### config.mk
export PLATFORM = sky130hd
export DESIGN_NAME = multicycle_ctrl
export DESIGN_NICKNAME = d
export VERILOG_FILES = /design/src/rtl/multicycle_ctrl.sv
export SDC_FILE = /design/constraint.sdc
export NUM_CORES = 1
export LEC_CHECK = 0
export BUFFER_PORTS_ARGS = -buffer_cell sky130_fd_sc_hd__clkbuf_2
export CAP_MARGIN = 20
export CORE_AREA = 2 2 39 41
export DETAILED_ROUTE_END_ITERATION = 10
export DIE_AREA = 0 0 41 43
export PLACE_DENSITY = 0.7
export REMOVE_ABC_BUFFERS = 1
export SLEW_MARGIN = 30
export SYNTH_ARGS = -nofsm -noshare
export SYNTH_HDL_FRONTEND = slang
export SYNTH_SLANG_ARGS = --single-unit
### constraint.sdc
create_clock -name clk -period 1.5 [get_ports clk]
set_input_delay 0.075 -clock clk [delete_from_list [all_inputs] [get_ports clk]]
set_output_delay 0.075 -clock clk [all_outputs]
set_load 0.1 [all_outputs]
### src/rtl/multicycle_ctrl.sv
// rtl/multicycle_ctrl.sv - multi-cycle RV32I control FSM (addi/lw/bne); optional instret via MULTICYCLE_CTRL_INSTRET_EN
module multicycle_ctrl #(
    parameter int OPCODE_WIDTH  = 7,
    parameter int ALUCTRL_WIDTH = 3
) (
    input  logic                     clk,
    input  logic                     rst_n,
    input  logic [OPCODE_WIDTH-1:0]  opcode,
    input  logic [2:0]               funct3,
    input  logic                     EQ,
    input  logic                     instr_valid,
    input  logic                     mem_ready,
    output logic                     instr_req,
    output logic                     ir_we,
    output logic                     ImmSrc,
    output logic                     ALUsrc,
    output logic [ALUCTRL_WIDTH-1:0] ALUctrl,
    output logic                     RegWrite,
    output logic                     ResultSrc,
    output logic                     mem_req,
    output logic                     PCsrc,
    output logic                     pc_we,
`ifdef MULTICYCLE_CTRL_INSTRET_EN
    output logic [31:0]              instret,
`endif
    output logic                     trap,
    output logic                     busy
);

    localparam logic [OPCODE_WIDTH-1:0]  OPC_OP_IMM = OPCODE_WIDTH'(7'b0010011);
    localparam logic [OPCODE_WIDTH-1:0]  OPC_LOAD   = OPCODE_WIDTH'(7'b0000011);
    localparam logic [OPCODE_WIDTH-1:0]  OPC_BRANCH = OPCODE_WIDTH'(7'b1100011);
    localparam logic [ALUCTRL_WIDTH-1:0] ALU_ADD    = ALUCTRL_WIDTH'(0);
    localparam logic [ALUCTRL_WIDTH-1:0] ALU_SUB    = ALUCTRL_WIDTH'(1);

    typedef enum logic [2:0] {
        FETCH, DECODE, EXEC_ALU, EXEC_BR, MEM_ADDR, MEM_WAIT, WB, TRAP
    } state_t;

    state_t state_q, state_d;

    logic is_addi, is_lw, is_bne;
    assign is_addi = (opcode == OPC_OP_IMM) && (funct3 == 3'b000);
    assign is_lw   = (opcode == OPC_LOAD)   && (funct3 == 3'b010);
    assign is_bne  = (opcode == OPC_BRANCH) && (funct3 == 3'b001);

    always_ff @(posedge clk or negedge rst_n) begin
        if (!rst_n) begin
            state_q <= FETCH;
        end else begin
            state_q <= state_d;
        end
    end

    always_comb begin
        state_d   = state_q;
        instr_req = 1'b0;
        ir_we     = 1'b0;
        ImmSrc    = 1'b0;
        ALUsrc    = 1'b0;
        ALUctrl   = ALU_ADD;
        RegWrite  = 1'b0;
        ResultSrc = 1'b0;
        mem_req   = 1'b0;
        PCsrc     = 1'b0;
        pc_we     = 1'b0;
        trap      = 1'b0;
        busy      = 1'b1;
        unique case (state_q)
            FETCH: begin
                busy      = 1'b0;
                instr_req = 1'b1;
                if (instr_valid) begin
                    ir_we   = 1'b1;
                    state_d = DECODE;
                end
            end
            DECODE: begin
                ImmSrc = is_addi || is_lw;
                if (is_addi)     state_d = EXEC_ALU;
                else if (is_lw)  state_d = MEM_ADDR;
                else if (is_bne) state_d = EXEC_BR;
                else             state_d = TRAP;
            end
            EXEC_ALU: begin
                ImmSrc  = 1'b1;
                ALUsrc  = 1'b1;
                state_d = WB;
            end
            EXEC_BR: begin
                ALUctrl = ALU_SUB;
                pc_we   = 1'b1;
                PCsrc   = ~EQ;
                state_d = FETCH;
            end
            MEM_ADDR: begin
                ImmSrc  = 1'b1;
                ALUsrc  = 1'b1;
                mem_req = 1'b1;
                state_d = MEM_WAIT;
            end
            // Address operands stay selected so the memory sees a stable address.
            MEM_WAIT: begin
                ImmSrc  = 1'b1;
                ALUsrc  = 1'b1;
                mem_req = 1'b1;
                if (mem_ready) state_d = WB;
            end
            WB: begin
                RegWrite  = 1'b1;
                pc_we     = 1'b1;
                ResultSrc = (opcode == OPC_LOAD);
                state_d   = FETCH;
            end
            TRAP: begin
                busy = 1'b0;
                trap = 1'b1;
            end
            default: state_d = TRAP;
        endcase
    end

`ifdef MULTICYCLE_CTRL_INSTRET_EN
    logic [31:0] instret_q, instret_d;

    assign instret_d = pc_we ? instret_q + 32'd1 : instret_q;
    assign instret   = instret_q;

    always_ff @(posedge clk or negedge rst_n) begin
        if (!rst_n) begin
            instret_q <= 32'd0;
        end else begin
            instret_q <= instret_d;
        end
    end
`endif

endmodule

Word level (Yosys, flattened, before mapping)
Cells that the tools add are included.
- register bits: 3
- memories kept: 0
- bits in latches: 0
- input port bits: 15
- output and inout bits: 14
- ROM bits: 0
- logic and storage cells: 47
- memory bits (writable): 0
- multiplexer cells: 19
- multiply operators: 0
- bitwise operators: 1
- shift-type cells: 0
- add/subtract/negate cells: 0
- divide/modulo/power cells: 0
- reduce and logical (&&, ||, !) cells: 12
- $lt $le $gt $ge: 0
- eq/ne operators: 14
- operators with widths (cell ; count):
    one-hot mux 3 bit (6 select lines) ; 1
    2-to-1 mux 3 bit ; 5
    == test 3 bit (second input constant) ; 4
    2-to-1 mux 1 bit ; 12
    == test 3 x 2 -> 1 bit (second input constant) ; 3
    == test 7 x 2 -> 1 bit (second input constant) ; 1
    == test 7 x 5 -> 1 bit (second input constant) ; 1
    == test 7 bit (second input constant) ; 1
    == test 3 x 1 -> 1 bit (second input constant) ; 2
    logical NOT 3 bit ; 2
    nonzero test 6 bit ; 1
    OR reduction 2 bit ; 3
    != test 2 bit (second input constant) ; 2
    logical AND 1 bit ; 3
    AND reduction 3 bit ; 1
    OR reduction 3 bit ; 1
    one-hot mux 1 bit (2 select lines) ; 1
    logical OR 1 bit ; 1
    NOT 1 bit ; 1

Logic depth before layout (Yosys ltp)
Gate-level depths: netlist of run 1.
- depth in word-level cells: 6
- depth in mapped cells: 4
- depth with buffers taken out: 3

Worst setup path before layout of run 1
Ideal clock, no wire load.
- path kind: register to output
- start: register state_q[1]
- end: output busy
- stages on the path, launching flop included: 4
- required time: 1.425 ns
- arrival: 4.032 ns
- setup slack: -2.607 ns
- cells stage by stage: dfrtp_1 > clkbuf_1 > nor3_1 > nor2_1
- cells in the longest elaborated chain, start to end: 3
- elaborated cells on any way between the ends: 4
- ends and longest elaborated chain (element ; RTL line ; source):
    start: declaration ; 40 ; state_t state_q, state_d;
    start signal: assignment ; 51 ; state_q <= state_d;
    == test 3 bit or logical NOT 3 bit (tied branches) ; 69 ; unique case (state_q)
    OR reduction 2 bit (no line) * ; n/a ;
    2-to-1 mux 1 bit * ; 69 ;
    end: declaration ; 27 ; output logic busy
Mark *: on every way between the ends. The rest lies on a longest branch, timed or not.

Worst setup path in the final report of run 1
- start: input opcode[5]
- end: output ImmSrc
- cells in the longest elaborated chain, start to end: 4
- elaborated cells on any way between the ends: 6
- ends and longest elaborated chain (element ; RTL line ; source):
    start: declaration ; 8 ; input logic [OPCODE_WIDTH-1:0] opcode,
    == test 7 x 5 -> 1 bit or == test 7 x 2 -> 1 bit (tied branches) ; 43, 44 ;
    logical AND 1 bit (on tied branches) ; 43, 44 ;
    logical OR 1 bit * ; 79 ; ImmSrc = is_addi || is_lw;
    one-hot mux 1 bit (2 select lines) * ; 69 ;
    end: declaration ; 15 ; output logic ImmSrc,
Marks and branches as above.

==> reports/metrics.csv, run 1 <==
stage,metric,value,unit
grt,largest net degree at the start of global routing,11,
critical_path,WS Path Type,input port to primary output,
logic_synthesis,Yosys top cell area share,20.5,%
grt,Tot GR Track Use,16.3,%
sta,Final Hold Violating Endpoints,0,
place,post-placement cell count,93,
sta,Setup WS post-layout,-0.00577,ns
status,outcome,finished with violations,
final_layout,footprint of the multi-input gates,275,µm²
logic_synthesis,Main synth FF type,dfrtp_1,
clock_tree,worst skew pair latency,0.23,ns
final_layout,layout cells sized above 1,61.4,%
logic_synthesis,synthesis-stage register bit count,3,
final_layout,Reg area,76.3,µm²
drt,Detail Route Antenna Nets,0,
place,Placed Area,718,µm²
job,max-cap viol count,0,
clock_tree,Max Root-Sink Buffers,2,
logic_synthesis,number of enable flip-flop cells after synthesis,0,
sta,Layout Skew,0.00141,ns
clock_tree,H-tree depth,1,
final_layout,Largest regs,state_q (3),
drt,number of vias per cell,4.91,
place,GP Congestion,0.753,
die,Top Ports,29,
drt,WL met1,441,µm
place,post-detail-place hpwl,906,µm
critical_path,"slowest stage delay, CP",0.54,ns
final_layout,Layout area overhead,117,%
die,Die W,41,µm
final_layout,design area,793,µm²
final_layout,diodes inserted,0,
clock_tree,CTS tree,built,
final_layout,# nets final,99,
final_layout,Finished Layout Cells,99,
status,failing checks,setup timing,
drt,WL/cell,11.4,µm
logic_synthesis,"Async S/R FF share, synth",100,%
grt,first-pass GRT wire length,1.96,mm
logic_synthesis,Yosys cell types,26,
min_path,hold crit path type,input port to flop,
critical_path,CP Cell Sequence,clkbuf_2 > or4_4 > o41ai_2 > mux2_4 > buf_12,
clock_tree,Clock Tree Root,clkbuf_4,
final_layout,Top reg by flops,state_q,
die,Die H,43,µm
final_layout,Fillers,122,
critical_path,Worst EP arrival,1.43,ns
clock_tree,total CTS buffers,3,
sta,RSZ-0062 raised after global routing,true,
critical_path,CP Launch Type,input port,
clock_tree,"Reg clk slew, reported paths",0.04,ns
place,PortBufs,26,
drt,Met2 Wirelength,574,µm
critical_path,WP data required,1.42,ns
drt,DRC viols,0,
drt,met3 WL post-DR,102,µm
critical_path,Critical Path Slowest Stage Cell,or4_4,
logic_synthesis,Mean Syn Cell Area,7.46,µm²
logic_synthesis,Post-synth top cells,"inv_1 (6), nor2_1 (6), nand2_1 (4)",
die,total die area,1760,µm²
sta,Fmax achieved,664,MHz
sta,Max Slew Vio Count,0,
die,Core Area,1380,µm²
grt,initial antenna violation count,0,
logic_synthesis,mapped cell area,365,µm²
critical_path,CP Max Fanout,3,
logic_synthesis,Yosys top cell by area,dfrtp_1,
final_layout,max reg flops,3,
sta,Finish-stage setup viols,1,
drt,drt initial violations,7,
drt,DR pass1 iterations,4,
logic_synthesis,Synth warnings,0,
drt,final wirelength,1.13,mm
sta,TNS Setup,-0.00577,ns
grt,total gr overflow,0,
sta,minimum clock period,1.51,ns
critical_path,CP endpoint kind,primary output,
drt,Vias,486,
sta,Final period util,100,%
logic_synthesis,leading post-synthesis cells by cell area,"dfrtp_1 (21%), o41ai_1 (7.2%), inv_1 (6.2%)",
drt,Top Metal Used,met4,
grt,vias in the first global route,475,
clock_tree,Clock Sinks,3,
sta,Hold WS,0.163,ns
die,initial core utilization,26.4,%
die,FP Rows,14,
logic_synthesis,"Seq/Total Area, Yosys",20.5,%
logic_synthesis,Mapped Cells,49,
[stage by stage]
step,utilization (%),worst slack (ns)
after CTS,56.0,-0.0221
after global routing,57.3,-0.0695
after detailed placement,51.9,-0.00244
after floorplan,-,-2.52
final,57.3,-0.00577
after global placement,51.9,0.00849
[cells in the final DEF, fill, tap and decap left out, drive strengths merged]
cell          n
dfrtp         3
inv           6
a221oi        1
o31ai         1
buf          19
nor4          1
nand4b        1
nor2          6
dlygate4sd3   1
or4           1
nor3          1
and3          1
a2bb2oi       1
nor2b         2
and2          1
nor4b         2
o41ai         4
or2           1
a21o          1
xnor2         2
clkbuf       18
nand3         1
conb          2
nand2         4
nand4bb       1
mux2          1
[timing repair]
action                     in CTS  in global routing
gates cloned                    0                  0
gates resized for setup         6                  6
hold endpoints to repair        3                  0
hold buffers                    1                  0
setup buffers                   0                  1
setup endpoints to repair       4                  8
[critical path, delay by kind of cell]
| kind | cells | cell delay, ns |
|---|---|---|
| buf+inv | 2 | 0.28 |
| compound gates | 1 | 0.31 |
| simple gates | 1 | 0.54 |
| mux | 1 | 0.22 |
[per-layer routing]
layer / track usage (%) / vias to the layer above
li1: - / 236
met1: 20.9 / 223
met2: 23.4 / 25
met3: 5.24 / 2
met4: 8.00 / 0
met5: 0 / -
[final timing paths]
| path | depth (start not counted) | endpoint | from | slack [ns] |
|---|---|---|---|---|
| max | 5 | ImmSrc | opcode[5] | -0.006 |
| min | 3 | state_q[0] | mem_ready | 0.16 |
| max reg2reg | 4 | state_q[0] | state_q[0] | 0.28 |
| min reg2reg | 1 | state_q[1] | state_q[2] | 0.60 |
| max in group asynchronous | 2 | state_q[2] | rst_n | 1.21 |
| min in group asynchronous | 2 | state_q[0] | rst_n | 0.17 |
[kinds of logic after synthesis]
| logic type | share of synthesized area (%) |
|---|---|
| AND/OR/NAND/NOR | 36.6 |
| buffers and inverters | 13.4 |
| AO/OA/AOI/OAI | 20.6 |
| flip-flops | 20.5 |
| XOR/XNOR | 4.80 |
| multiplexers | 3.08 |
| other | 1.03 |
[layout make-up]
cell class	instances	area share [%]
well taps	16	2.52
multi-input cells	36	34.7
flip-flops and latches	3	9.62
inverters	6	2.84
clock buffers	4	3.31
repair buffers	34	47.0
Power of run 1 is not shown: default switching activity piles up to over one toggle a cycle in this logic, so the estimate is an artifact.
==> inputs of run 2 (changes only) <==
--- a/config.mk
+++ b/config.mk
@@ -10,7 +10,6 @@
 export CORE_AREA = 2 2 39 41
 export DETAILED_ROUTE_END_ITERATION = 10
 export DIE_AREA = 0 0 41 43
-export PLACE_DENSITY = 0.7
 export REMOVE_ABC_BUFFERS = 1
 export SLEW_MARGIN = 30
 export SYNTH_ARGS = -nofsm -noshare
==> run 2 against run 1 <==
The flow still finishes with violations (setup timing). Utilization grew 2.5 points. Setup slack lost 0.022 ns. Flip-flop and latch count is the same. Hold slack lost 0.0052 ns. Maximum frequency shrank 1.4%. Final area grew 4.4%. First-iteration DRC count shrank 14%. Count of clock-buffer cells in the layout is the same. Critical endpoint unchanged.
==> reports/metrics.csv, run 2 (synthesis results as in run 1) <==
stage,metric,value,unit,change
sta,TNS Setup,-0.0275,ns,-0.0217 ns
status,failing checks,setup timing,,
sta,Finish-stage setup viols,1,,unchanged
sta,Hold WS,0.158,ns,-0.00522 ns
critical_path,WP data required,1.42,ns,about the same
place,post-detail-place hpwl,987,µm,+9.0%
clock_tree,CTS tree,built,,
place,GP Congestion,0.721,,-4.2%
sta,Final Hold Violating Endpoints,0,,unchanged
clock_tree,Clock Tree Root,clkbuf_4,,
place,PortBufs,26,,unchanged
final_layout,Fillers,123,,+0.82%
critical_path,r2r setup slk,0.29,ns,about the same
clock_tree,Clock Sinks,3,,unchanged
sta,Max Slew Vio Count,0,,unchanged
clock_tree,"Reg clk slew, reported paths",0.04,ns,about the same
grt,first-pass GRT wire length,1.95,mm,-0.71%
clock_tree,total CTS buffers,3,,unchanged
grt,vias in the first global route,491,,+3.4%
final_layout,"commonest non-fill, non-tap cells in the layout","clkbuf_2 (12), buf_12 (12), buf_4 (10)",,
drt,Detail Route Antenna Nets,0,,unchanged
status,outcome,finished with violations,,
critical_path,R2R Path Start,state_q[0],,
critical_path,CP endpoint kind,primary output,,
drt,drt initial violations,6,,-1
final_layout,layout cells sized above 1,62.8,%,+1.3 points
critical_path,CP Max Fanout,2,,-1
final_layout,footprint of the multi-input gates,275,µm²,unchanged
place,Placed Area,726,µm²,+1.0%
critical_path,Worst EP arrival,1.45,ns,+0.02 ns
drt,WL/cell,13.5,µm,+18%
final_layout,Layout area overhead,127,%,
sta,minimum clock period,1.53,ns,+0.0217 ns
die,Core Area,1380,µm²,unchanged
die,Top Ports,29,,unchanged
drt,DR pass1 iterations,4,,unchanged
sta,Layout Skew,0.00346,ns,+0.00205 ns
min_path,hold crit path type,input port to async pin,,
final_layout,# nets final,102,,+3.0%
die,initial core utilization,26.4,%,unchanged
grt,total gr overflow,0,,unchanged
final_layout,max reg flops,3,,unchanged
job,max-cap viol count,0,,unchanged
grt,initial antenna violation count,0,,unchanged
sta,Final period util,102,%,+1.4 points
grt,Tot GR Track Use,16.5,%,+0.27 points
clock_tree,Max Root-Sink Buffers,2,,unchanged
critical_path,worst reg2reg endpoint,state_q[0],,
final_layout,design area,828,µm²,+4.4%
clock_tree,worst skew pair latency,0.24,ns,about the same
sta,Fmax achieved,655,MHz,-1.4%
die,FP Rows,14,,unchanged
die,Die H,43,µm,unchanged
critical_path,CP Launch Type,input port,,
drt,Vias,507,,+4.3%
critical_path,R2R depth,4,,unchanged
drt,number of vias per cell,4.97,,+1.3%
sta,RSZ-0062 raised after global routing,true,,
clock_tree,H-tree depth,1,,unchanged
sta,Setup WS post-layout,-0.0275,ns,-0.0217 ns
drt,DRC viols,0,,unchanged
final_layout,diodes inserted,0,,unchanged
grt,largest net degree at the start of global routing,11,,unchanged
die,Die W,41,µm,unchanged
final_layout,Top reg by flops,state_q,,
drt,final wirelength,1.38,mm,+22%
die,total die area,1760,µm²,unchanged
final_layout,Reg area,76.3,µm²,unchanged
final_layout,Largest regs,state_q (3),,
critical_path,WS Path Type,input port to primary output,,
run 2: cell count changes in the layout (fill, tap and decap cells not counted), sizes merged:
cell,delta
clkbuf,-2
buf,+5
run 2: metrics by stage:
step	setup WS [ns]	instances	util, %
2_1_floorplan	-2.52	45	-
3_3_place_gp	0.0186	94	52.4
3_5_place_dp	-0.0145	94	52.4
4_1_cts	-0.0389	100	56.9
5_1_grt	-0.0872	102	59.9
6_report	-0.0275	102	59.9
run 2: final cells by class:
cell class	count	share of cell area (%)
inverters	6	2.72
well taps	16	2.42
repair buffers	37	49.2
flip-flops and latches	3	9.21
clock buffers	4	3.17
multi-input cells	36	33.2
run 2: how the worst max path moves through the flow:
stage,to,slack (ns),startpoint
after floorplan,busy,-2.52,state_q[1]
after global placement,ImmSrc,0.02,opcode[5]
after detailed placement,ImmSrc,-0.01,opcode[5]
after CTS,ResultSrc,-0.04,state_q[0]
after global routing,ImmSrc,-0.09,funct3[0]
final,ImmSrc,-0.03,funct3[0]
run 2: critical path, stage by stage:
cell     delay, ns
buf_6         0.09
or4_4         0.54
o41ai_2       0.35
mux2_4        0.22
buf_12        0.17
run 2: routing by layer:
layer  track usage (%)  vias up  part of all wire, %
li1                  -      244                    -
met1              18.8      239                   39
met2              25.9       20                   53
met3              4.19        4                  5.0
met4              10.0        0                  3.5
met5                 0        -                    0
run 2: what timing repair did:
item                       in CTS  in global routing
setup buffers                   1                  2
pin swaps                       0                  2
hold endpoints to repair        3                  0
setup endpoints to repair       4                  9
hold buffers                    1                  0
gates cloned                    0                  0
gates resized for setup         6                  9
Power of run 2 is left out for the same reason.
